## src/rtl/next_pc_unit_if.sv

```systemverilog
// rtl/next_pc_unit_if.sv - request/response bundle between fetch control and the next-PC unit
interface next_pc_unit_if;
    logic        iStall;
    logic        iHaltReq;
    logic        iResume;
    logic        iException;
    logic        iBranchTaken;
    logic [31:0] iBranchTarget;
    logic        iJump;
    logic [31:0] iJumpTarget;
    logic        iJumpIsCall;
    logic        iJumpIsRet;
    logic [31:0] oNextPC;
    logic [31:0] oPCPlus4;
    logic        oHalt;
    logic        oFlush;
    logic [1:0]  oState;

    // Requester side: drives the redirect/stall/halt requests, observes the PC.
    modport master (
        output iStall, iHaltReq, iResume, iException,
               iBranchTaken, iBranchTarget, iJump, iJumpTarget,
               iJumpIsCall, iJumpIsRet,
        input  oNextPC, oPCPlus4, oHalt, oFlush, oState
    );

    // Next-PC unit side.
    modport slave (
        input  iStall, iHaltReq, iResume, iException,
               iBranchTaken, iBranchTarget, iJump, iJumpTarget,
               iJumpIsCall, iJumpIsRet,
        output oNextPC, oPCPlus4, oHalt, oFlush, oState
    );
endinterface

```

## src/rtl/next_pc_unit.sv

```systemverilog
// rtl/next_pc_unit.sv - registered next-PC select with BOOT/RUN/HALT control; return stack under NPC_RAS_EN
module next_pc_unit #(
    parameter logic [31:0] RESET_VECTOR = 32'h0000_0000,
    parameter logic [31:0] EXC_VECTOR   = 32'h0000_0100,
    parameter int          RAS_DEPTH    = 4
) (
    input  logic             iClk,
    input  logic             iRst_n,
    next_pc_unit_if.slave    bus
);

    typedef enum logic [1:0] {
        ST_BOOT = 2'b00,
        ST_RUN  = 2'b01,
        ST_HALT = 2'b10
    } state_e;

    state_e      state_q, state_d;
    logic [31:0] pc_q, pc_d;
    logic        halt_q, halt_d;
    logic        flush_q, flush_d;

    logic [31:0] pc_plus4;
    logic [31:0] branch_tgt;
    logic [31:0] jump_tgt;
    logic        jump_accept;

    assign pc_plus4   = pc_q + 32'd4;
    assign branch_tgt = {bus.iBranchTarget[31:2], 2'b00};

    // A jump is taken only in RUN when no higher-priority redirect is present;
    // the return stack moves only on accepted jumps.
    assign jump_accept = (state_q == ST_RUN) && bus.iJump &&
                         !bus.iException && !bus.iBranchTaken;

`ifdef NPC_RAS_EN
    localparam int PW = (RAS_DEPTH > 1) ? $clog2(RAS_DEPTH) : 1;
    localparam int CW = $clog2(RAS_DEPTH + 1);

    // ptr points at the next slot to write; the top of stack is the slot before it.
    logic [31:0]   ras_q [RAS_DEPTH];
    logic [31:0]   ras_d [RAS_DEPTH];
    logic [PW-1:0] ptr_q, ptr_d;
    logic [CW-1:0] cnt_q, cnt_d;
    logic          ras_hit;
    logic [PW-1:0] ptr_prev;
    logic          unused_tgt_lsb;

    assign unused_tgt_lsb = ^{bus.iBranchTarget[1:0], bus.iJumpTarget[1:0]};
    assign ptr_prev       = (ptr_q == '0) ? PW'(RAS_DEPTH - 1) : ptr_q - 1'b1;

    // Return stack update: pop (if non-empty) then push, so call+ret replaces the top.
    always_comb begin
        ras_d   = ras_q;
        ptr_d   = ptr_q;
        cnt_d   = cnt_q;
        ras_hit = 1'b0;
        if (jump_accept && bus.iJumpIsRet && (cnt_q != '0)) begin
            ras_hit = 1'b1;
            ptr_d   = ptr_prev;
            cnt_d   = cnt_q - 1'b1;
        end
        if (jump_accept && bus.iJumpIsCall) begin
            ras_d[ptr_d] = pc_plus4;
            ptr_d        = (int'(ptr_d) == RAS_DEPTH - 1) ? '0 : ptr_d + 1'b1;
            if (int'(cnt_d) != RAS_DEPTH) begin
                cnt_d = cnt_d + 1'b1;
            end
        end
    end

    assign jump_tgt = ras_hit ? ras_q[ptr_prev] : {bus.iJumpTarget[31:2], 2'b00};

    // Return stack storage; reset empties it and clears entries.
    always_ff @(posedge iClk or negedge iRst_n) begin
        if (!iRst_n) begin
            ptr_q <= '0;
            cnt_q <= '0;
            for (int i = 0; i < RAS_DEPTH; i++) begin
                ras_q[i] <= '0;
            end
        end else begin
            ptr_q <= ptr_d;
            cnt_q <= cnt_d;
            ras_q <= ras_d;
        end
    end
`else
    logic unused_tgt_lsb;

    assign unused_tgt_lsb = ^{bus.iBranchTarget[1:0], bus.iJumpTarget[1:0],
                              bus.iJumpIsCall, bus.iJumpIsRet};
    assign jump_tgt       = {bus.iJumpTarget[31:2], 2'b00};
`endif

    // Run/halt control and next-PC priority select.
    always_comb begin
        state_d = state_q;
        pc_d    = pc_q;
        halt_d  = halt_q;
        flush_d = 1'b0;
        unique case (state_q)
            ST_BOOT: begin
                pc_d    = RESET_VECTOR;
                state_d = ST_RUN;
                halt_d  = 1'b0;
            end
            ST_RUN: begin
                if (bus.iException) begin
                    pc_d    = EXC_VECTOR;
                    flush_d = 1'b1;
                end else if (bus.iBranchTaken) begin
                    pc_d    = branch_tgt;
                    flush_d = 1'b1;
                end else if (bus.iJump) begin
                    pc_d    = jump_tgt;
                    flush_d = 1'b1;
                end else if (bus.iStall || bus.iHaltReq) begin
                    pc_d    = pc_q;
                end else begin
                    pc_d    = pc_plus4;
                end
                if (bus.iHaltReq) begin
                    state_d = ST_HALT;
                    halt_d  = 1'b1;
                end
            end
            ST_HALT: begin
                if (bus.iException) begin
                    pc_d    = EXC_VECTOR;
                    flush_d = 1'b1;
                    state_d = ST_RUN;
                    halt_d  = 1'b0;
                end else if (bus.iResume) begin
                    pc_d    = pc_plus4;
                    state_d = ST_RUN;
                    halt_d  = 1'b0;
                end
            end
            default: begin
                pc_d    = RESET_VECTOR;
                state_d = ST_BOOT;
                halt_d  = 1'b0;
            end
        endcase
    end

    // State, PC and status registers.
    always_ff @(posedge iClk or negedge iRst_n) begin
        if (!iRst_n) begin
            state_q <= ST_BOOT;
            pc_q    <= RESET_VECTOR;
            halt_q  <= 1'b0;
            flush_q <= 1'b0;
        end else begin
            state_q <= state_d;
            pc_q    <= pc_d;
            halt_q  <= halt_d;
            flush_q <= flush_d;
        end
    end

    assign bus.oNextPC  = pc_q;
    assign bus.oPCPlus4 = pc_plus4;
    assign bus.oHalt    = halt_q;
    assign bus.oFlush   = flush_q;
    assign bus.oState   = state_q;

endmodule
```

## src/flat_wrapper.sv

```systemverilog
// flat-port wrapper written by rule: the top's interface ports become plain ports
module next_pc_unit_flat 
#(
    parameter logic [31:0] RESET_VECTOR = 32'h0000_0000,
    parameter logic [31:0] EXC_VECTOR   = 32'h0000_0100,
    parameter int          RAS_DEPTH    = 4
)
  (iClk, iRst_n, bus_iStall, bus_iHaltReq, bus_iResume, bus_iException, bus_iBranchTaken, bus_iBranchTarget, bus_iJump, bus_iJumpTarget, bus_iJumpIsCall, bus_iJumpIsRet, bus_oNextPC, bus_oPCPlus4, bus_oHalt, bus_oFlush, bus_oState);
  next_pc_unit_if bus_i ();
  input  logic iClk;
  input  logic iRst_n;
  input wire logic [$bits(bus_i.iStall)-1:0] bus_iStall;
  input wire logic [$bits(bus_i.iHaltReq)-1:0] bus_iHaltReq;
  input wire logic [$bits(bus_i.iResume)-1:0] bus_iResume;
  input wire logic [$bits(bus_i.iException)-1:0] bus_iException;
  input wire logic [$bits(bus_i.iBranchTaken)-1:0] bus_iBranchTaken;
  input wire logic [$bits(bus_i.iBranchTarget)-1:0] bus_iBranchTarget;
  input wire logic [$bits(bus_i.iJump)-1:0] bus_iJump;
  input wire logic [$bits(bus_i.iJumpTarget)-1:0] bus_iJumpTarget;
  input wire logic [$bits(bus_i.iJumpIsCall)-1:0] bus_iJumpIsCall;
  input wire logic [$bits(bus_i.iJumpIsRet)-1:0] bus_iJumpIsRet;
  output wire logic [$bits(bus_i.oNextPC)-1:0] bus_oNextPC;
  output wire logic [$bits(bus_i.oPCPlus4)-1:0] bus_oPCPlus4;
  output wire logic [$bits(bus_i.oHalt)-1:0] bus_oHalt;
  output wire logic [$bits(bus_i.oFlush)-1:0] bus_oFlush;
  output wire logic [$bits(bus_i.oState)-1:0] bus_oState;
  assign bus_i.iStall = bus_iStall;
  assign bus_i.iHaltReq = bus_iHaltReq;
  assign bus_i.iResume = bus_iResume;
  assign bus_i.iException = bus_iException;
  assign bus_i.iBranchTaken = bus_iBranchTaken;
  assign bus_i.iBranchTarget = bus_iBranchTarget;
  assign bus_i.iJump = bus_iJump;
  assign bus_i.iJumpTarget = bus_iJumpTarget;
  assign bus_i.iJumpIsCall = bus_iJumpIsCall;
  assign bus_i.iJumpIsRet = bus_iJumpIsRet;
  assign bus_oNextPC = bus_i.oNextPC;
  assign bus_oPCPlus4 = bus_i.oPCPlus4;
  assign bus_oHalt = bus_i.oHalt;
  assign bus_oFlush = bus_i.oFlush;
  assign bus_oState = bus_i.oState;
  next_pc_unit #(.RESET_VECTOR(RESET_VECTOR), .EXC_VECTOR(EXC_VECTOR), .RAS_DEPTH(RAS_DEPTH)) u_core (.iClk(iClk), .iRst_n(iRst_n), .bus(bus_i));
endmodule
```

## config.mk

```make
export PLATFORM = sky130hd
export DESIGN_NAME = next_pc_unit_flat
export DESIGN_NICKNAME = d
export VERILOG_FILES = /design/src/rtl/next_pc_unit_if.sv /design/src/rtl/next_pc_unit.sv /design/src/flat_wrapper.sv
export SDC_FILE = /design/constraint.sdc
export NUM_CORES = 1
export LEC_CHECK = 0
export BUFFER_PORTS_ARGS = -buffer_cell sky130_fd_sc_hd__buf_4
export CORE_UTILIZATION = 42
export CTS_CLUSTER_DIAMETER = 120
export CTS_CLUSTER_SIZE = 16
export DETAILED_ROUTE_END_ITERATION = 6
export PLACE_DENSITY = 0.74
export RECOVER_POWER = 50
export SETUP_SLACK_MARGIN = 0.2
export SLEW_MARGIN = 15
export SYNTH_ARGS = -nofsm -noshare
export SYNTH_HDL_FRONTEND = slang
export SYNTH_SLANG_ARGS = --single-unit
```

## constraint.sdc

```tcl
create_clock -name iClk -period 2.1 [get_ports iClk]
set_input_delay 0.525 -clock iClk [delete_from_list [all_inputs] [get_ports iClk]]
set_output_delay 0.525 -clock iClk [all_outputs]
set_load 0.03 [all_outputs]
```

==> results of run 1 <==
layout make-up:
cell class,instances,area [um^2],share of cell area
clock buffer,8,80.1,0.0133
inverter,13,53.8,0.00896
multi-input combinational,266,2640,0.439
sequential,33,855,0.142
tap,77,96.3,0.0160
timing repair buffer,261,2280,0.380
power groups by stage:
stage / logic, mW / registers [mW] / clock network [mW]
after global routing: 3.53 / 0.893 / 0.528
after global placement: 2.51 / 0.866 / 0
after detailed placement: 2.55 / 0.874 / 0
after floorplan: 1.28 / 1.15 / 0
final: 3.42 / 0.888 / 0.510
after CTS: 2.86 / 0.855 / 0.490
cell usage in the layout, fill, tap and decap left out, types with 5 or more instances in the layout:
cell and n:
nand3_4 10, o221ai_1 8, dfrtp_1 10, clkbuf_8 5
a21o_1 5, buf_4 186, a22o_1 8, xnor2_2 5
o22ai_1 5, dfrtp_2 23, o21ai_1 6, xnor2_4 15
o21ai_0 12, a221o_1 10, nor2_1 16, nand2_1 10
nand4_1 8, buf_6 66, a22oi_1 26, a21oi_1 10
inv_1 11
logic make-up after synthesis:
logic type | synth area share
AOI/OAI and AO/OA | 0.333
xor gates and xnor gates | 0.0827
adders and majority gates | 0.0219
buffers and inverters | 0.0621
DFF | 0.289
muxes | 0.00700
other | 0.00131
and+or+nand+nor | 0.203
how the worst min path moves through the flow:
| stage | from | endpoint | slack [ns] | cells after the start |
|---|---|---|---|---|
| 2_1_floorplan | iRst_n | u_core.bus.oFlush | 0.23 | 0 |
| 3_3_place_gp | iRst_n | u_core.bus.oNextPC[4] | 0.51 | 1 |
| 3_5_place_dp | iRst_n | u_core.bus.oNextPC[4] | 0.51 | 1 |
| 4_1_cts | iRst_n | u_core.bus.oNextPC[20] | 0.20 | 1 |
| 5_1_grt | iRst_n | u_core.bus.oNextPC[4] | 0.42 | 1 |
| 6_report | iRst_n | u_core.bus.oNextPC[4] | 0.36 | 1 |
flip-flops by register name, indices dropped and copies added, names as in the netlist:
| name | cells |
|---|---|
| u_core.bus.oFlush | 1 |
| u_core.bus.oNextPC | 30 |
| u_core.bus.oState | 2 |
worst register-to-register path, stage by stage (launching register included):
cell and delay (ns):
dfrtp_2 0.41, buf_6 0.11, ha_4 0.15, nand3_4 0.12, nor4_4 0.19, buf_6 0.19, nand4_1 0.14, buf_6 0.17
buf_6 0.11, buf_6 0.11, o32a_1 0.29, o22ai_1 0.20
per-stage QoR:
step / TNS (ns) / cells
5_1_grt: -10.75 / 658
4_1_cts: -5.95 / 634
3_5_place_dp: -0.849 / 602
3_3_place_gp: -0.463 / 602
6_report: -9.84 / 658
2_1_floorplan: -2.27 / 340
metal layers:
layer	vias up	GRT usage	wire length (um)
li1	1777	-	-
met1	2161	0.447	5720
met2	459	0.664	8210
met3	164	0.0639	2040
met4	0	0.156	1300
met5	-	0	0
timing repair:
item | 4_1_cts | 5_1_grt
cloned | 0 | 1
endpoints found under the setup margin | 53 | 55
pin swaps | 29 | 29
gates resized for setup | 88 | 64
buffers inserted | 24 | 23
hold endpoints to repair | 0 | 0
==> flow_summary.yaml, run 1 <==
yosys:
  yosys.cell_count.top_type: "dfrtp_1"
  ys_async_sr_fraction: 1.00
  ys_dominant_reg_cell: "dfrtp_1"
  yosys-top-cells-area: "dfrtp_1 (29%), a22oi_1 (6.8%), xnor2_1 (6.4%)"
  netlist_area_um2: 2860
  yosys.area.top_type_share: 0.289
  yosys.area.top_type: "dfrtp_1"
  ys_seq_elements: 33
  seq_area_frac_synth: 0.289
  ys_warn_count: 0
  synth_edf_count: 0
  synth_area_per_cell_um2: 8.49
  ys_top_cells_by_count: "dfrtp_1 (33), a22oi_1 (26), nor2_1 (24), o21ai_0 (21), xnor2_1 (21)"
  yosysUniqueCellTypes: 57
  syn_inst: 337
worst_setup_path:
  crit_type: "reg -> out"
  cp.required_ns: 1.57
  cp.depth: 9
  endpoint_kind: "output pin"
  cp.arrival_ns: 2.05
  slowest_stage: "dfrtp_2"
  r2r_setup_slack_ns: -0.16
  cp_cell_sequence: "buf_6, ha_4, nand3_4, nor4_4, buf_6, nand4_1, buf_6, xnor2_4, buf_6"
  crit_fanout: 7
  reg2reg_to: "u_core.bus.oNextPC[18]"
  crit_path_start: "u_core.bus.oNextPC[3]"
  worst_path_largest_cell_delay_ns: 0.41
  cp_top_family: "buffers and inverters"
  worst_path_most_repeated_cell: "buf_6"
  r2r_cells: 11
  r2r_start: "u_core.bus.oNextPC[3]"
  startpoint_type: "flip-flop"
  crit_buf_inv: 4
  critical_path.endpoint: "bus_oPCPlus4[18]"
sta:
  setup_viol: 31
  slew_viol_final: 0
  rsz0062_at_grt: "true"
  hold_ws_ns: 0.365
  finalCritPeriodShare: 1.23
  max_freq_mhz: 388
  fin_crit_ns: 2.58
  final_hold_viol_count: 0
  maxSlewHeadroom: 0.358
  setup_ws_ns: -0.476
  fin_skew_ns: 0.00840
  worstMarginPinSlew_ns: 0.963
floorplanning:
  core_um2: 6460
  die_h_um: 84.5
  core.rowCount: 29
  die_width_um: 84.5
  die_area_um2: 7140
  io_pins: 142
  start_util: 0.443
drt:
  vias: 4561
  wirelength_mm: 17.3
  ant_nets: 0
  dr.pass1.iters: 7
  drt_iter0_drc: 613
  viasPerCell: 6.93
  wire_per_inst_um: 26.3
  drc: 20
layout:
  antennaDiodeCount: 0
  nets: 659
  drive_above_1_share: 0.663
  finalInstanceArea_um2: 6010
  fillers: 199
  area_growth_pct: 110
  finish.utilization: 0.930
pwr:
  p_comb_frac: 0.710
  switching_share: 0.488
  leakagePower_nw: 2.88
  p_seq_frac: 0.184
  intPower_mw: 2.47
  switchingPower_mw: 2.35
  finalPower_mw: 4.82
  peakVddDrop_v: 0.00106
  p_clk_frac: 0.106
  powerDensity_nw_per_um2: 802
place:
  dpl.hpwl_mm: 8.43
  preCtsSetupSlack_ns: -0.103
  gp_congestion: 0.874
  postPlaceCellArea_um2: 4870
  portBuffers: 131
cts:
  clkSinkCount: 33
  clk_path_buf_depth: 2
  cts_hold_buf: 0
  cts_buffers: 5
  clk_latency_ns: 0.30
  cts_root_buffer: "clkbuf_8"
  clkTransAtPathRegs_ns: 0.08
  h-tree-depth: 2
  cts_tree: "done"
grt:
  grt_pass1_wl_mm: 20.9
  grt_overflow: 0
  grt_pass1_vias: 4079
  grt_max_degree: 34
  grt_antenna_before_repair: 0
  grtUsageTotal: 0.374
run_status:
  violations: "design-rule violations, negative setup slack"
  status: "finished with violations"
hold_path:
  hp-class: "in -> async"
run:
  cap_violations: 0
Power figures use the tool's default switching activity.
==> run 2, diff against run 1 <==
--- a/config.mk
+++ b/config.mk
@@ -5,7 +5,7 @@
 export SDC_FILE = /design/constraint.sdc
 export NUM_CORES = 1
 export LEC_CHECK = 0
-export BUFFER_PORTS_ARGS = -buffer_cell sky130_fd_sc_hd__buf_4
+export BUFFER_PORTS_ARGS = -buffer_cell sky130_fd_sc_hd__buf_2
 export CORE_UTILIZATION = 42
 export CTS_CLUSTER_DIAMETER = 120
 export CTS_CLUSTER_SIZE = 16
==> flow_summary.yaml, run 2 (same netlist as run 1, synthesis figures left out) <==
run_status:
  status: "finished with violations"
  violations: "design-rule violations, negative setup slack"
worst_setup_path:
  startpoint_type: "flip-flop"
  slowest_stage: "nor4_4"
  worst_path_largest_cell_delay_ns: 0.47
  crit_type: "reg -> out"
  endpoint_kind: "output pin"
  cp_cell_sequence: "nand3_4, nor4_4, nand4_1, xnor2_4, buf_6"
  cp.arrival_ns: 2.16
  crit_fanout: 5
  cp.required_ns: 1.57
cts:
  cts_buffers: 5
  cts_root_buffer: "clkbuf_8"
  clk_path_buf_depth: 2
  clkTransAtPathRegs_ns: 0.08
  h-tree-depth: 2
  clk_latency_ns: 0.30
  clkSinkCount: 33
  cts_hold_buf: 0
  cts_tree: "done"
layout:
  fillers: 212
  layout_common_cells: "buf_2 (102), buf_4 (92), buf_6 (72), a22oi_1 (25), dfrtp_2 (23)"
  area_growth_pct: 109
  final_cell_count_no_fill: 670
  largest_reg_flops: 30
  nets: 671
  finish.utilization: 0.924
  drive_above_1_share: 0.688
  finalInstanceArea_um2: 5970
  antennaDiodeCount: 0
  final_common_cell: "buf_2"
place:
  postPlaceCellArea_um2: 4540
  portBuffers: 131
  gp_congestion: 0.857
  dpl.hpwl_mm: 8.12
  dp.cells: 605
grt:
  grtUsageTotal: 0.363
  grt_max_degree: 34
  grt_overflow: 0
  grt_antenna_before_repair: 0
  grt_pass1_vias: 4004
  grt_pass1_wl_mm: 20.2
pwr:
  p_comb_frac: 0.708
  p_seq_frac: 0.178
  intPower_mw: 2.50
  switchingPower_mw: 2.49
  switching_share: 0.499
  leakagePower_nw: 2.93
  p_clk_frac: 0.114
  peakVddDrop_v: 0.000817
  powerDensity_nw_per_um2: 837
floorplanning:
  core_um2: 6460
  die_area_um2: 7140
  die_width_um: 84.5
  core.rowCount: 29
  io_pins: 142
  die_h_um: 84.5
  start_util: 0.443
drt:
  viasPerCell: 7.01
  vias: 4699
  drt_iter0_drc: 610
  wire_per_inst_um: 26.4
  ant_nets: 0
  wirelength_mm: 17.7
  drc: 10
  dr.pass1.iters: 7
sta:
  worstMarginPinSlew_ns: 0.894
  fin_crit_ns: 2.68
  rsz0062_at_grt: "true"
  finalCritPeriodShare: 1.28
  slew_viol_final: 0
  hold_ws_ns: 0.423
  setup_viol: 33
  fin_skew_ns: 0.00850
  setup_ws_ns: -0.583
  final_hold_viol_count: 0
  max_freq_mhz: 373
  finalSetupTns_ns: -9.72
  maxSlewHeadroom: 0.404
run:
  cap_violations: 0
hold_path:
  hp-class: "in -> async"
## run 2: cell count changes in the layout (fill, tap and decap cells not counted), moves of 3 or more
| cell | previous run | this run |
|---|---|---|
| buf_4 | 186 | 92 |
| clkbuf_1 | 4 | 1 |
| nand2_2 | 4 | 1 |
| o21ai_2 | 3 | 6 |
| buf_6 | 66 | 72 |
| o21ai_1 | 6 | 3 |
| buf_2 | 0 | 102 |
| nor2_4 | 4 | 8 |
## run 2: area by class of cell
cell class	count	area, um^2	area share
clock buffer	7	96.3	0.0161
multi-input combinational	266	2740	0.458
timing repair buffer	273	2130	0.356
tap	77	96.3	0.0161
inverter	13	53.8	0.00901
clock inverter	1	5.00	0.000839
sequential	33	855	0.143
## run 2: metal layers
metal | up-vias | routed length (um) | track usage
li1 | 1807 | - | -
met3 | 187 | 2120 | 0.0649
met5 | - | 0 | 0
met1 | 2162 | 5870 | 0.433
met2 | 543 | 8170 | 0.631
met4 | 0 | 1560 | 0.176
## run 2: worst max-delay path, delay by kind of cell, from the launching register on
| kind | cells | cell delay (ns) |
|---|---|---|
| flip-flops | 1 | 0.42 |
| buffers and inverters | 1 | 0.16 |
| AND/OR/NAND/NOR | 3 | 0.99 |
| XOR/XNOR | 1 | 0.30 |
## run 2: path summary, 6_finish.rpt
check,start,end,slack [ns],depth (start not counted)
max in group asynchronous,iRst_n,u_core.bus.oNextPC[20],1.05,2
min reg2reg,u_core.bus.oState[0],u_core.bus.oState[0],0.64,2
min,iRst_n,u_core.bus.oNextPC[4],0.42,2
min in group iClk,bus_iJumpTarget[11],u_core.bus.oNextPC[11],0.61,3
max reg2reg,u_core.bus.oNextPC[19],u_core.bus.oNextPC[23],-0.17,11
max,u_core.bus.oNextPC[7],bus_oPCPlus4[25],-0.58,5
## run 2: power groups by stage
stage | sequential (mW) | clock [mW] | combinational (mW)
6_report | 0.890 | 0.569 | 3.54
5_1_grt | 0.890 | 0.602 | 3.61
4_1_cts | 0.861 | 0.553 | 2.72
3_5_place_dp | 0.867 | 0 | 2.35
3_3_place_gp | 0.861 | 0 | 2.31
2_1_floorplan | 1.15 | 0 | 1.28
## run 2: stage by stage
| stage | total power, mW | worst slack (ns) |
|---|---|---|
| 2_1_floorplan | 2.43 | -0.200 |
| 3_3_place_gp | 3.17 | -0.129 |
| 3_5_place_dp | 3.21 | -0.145 |
| 4_1_cts | 4.14 | -0.379 |
| 5_1_grt | 5.10 | -0.656 |
| 6_report | 4.99 | -0.583 |
## run 2: repair_timing
item,4_1_cts,5_1_grt
endpoints found under the setup margin,53,56
setup buffers,23,33
resized for setup,120,86
gates cloned,0,1
pin swaps,33,40
hold endpoints to repair,0,0
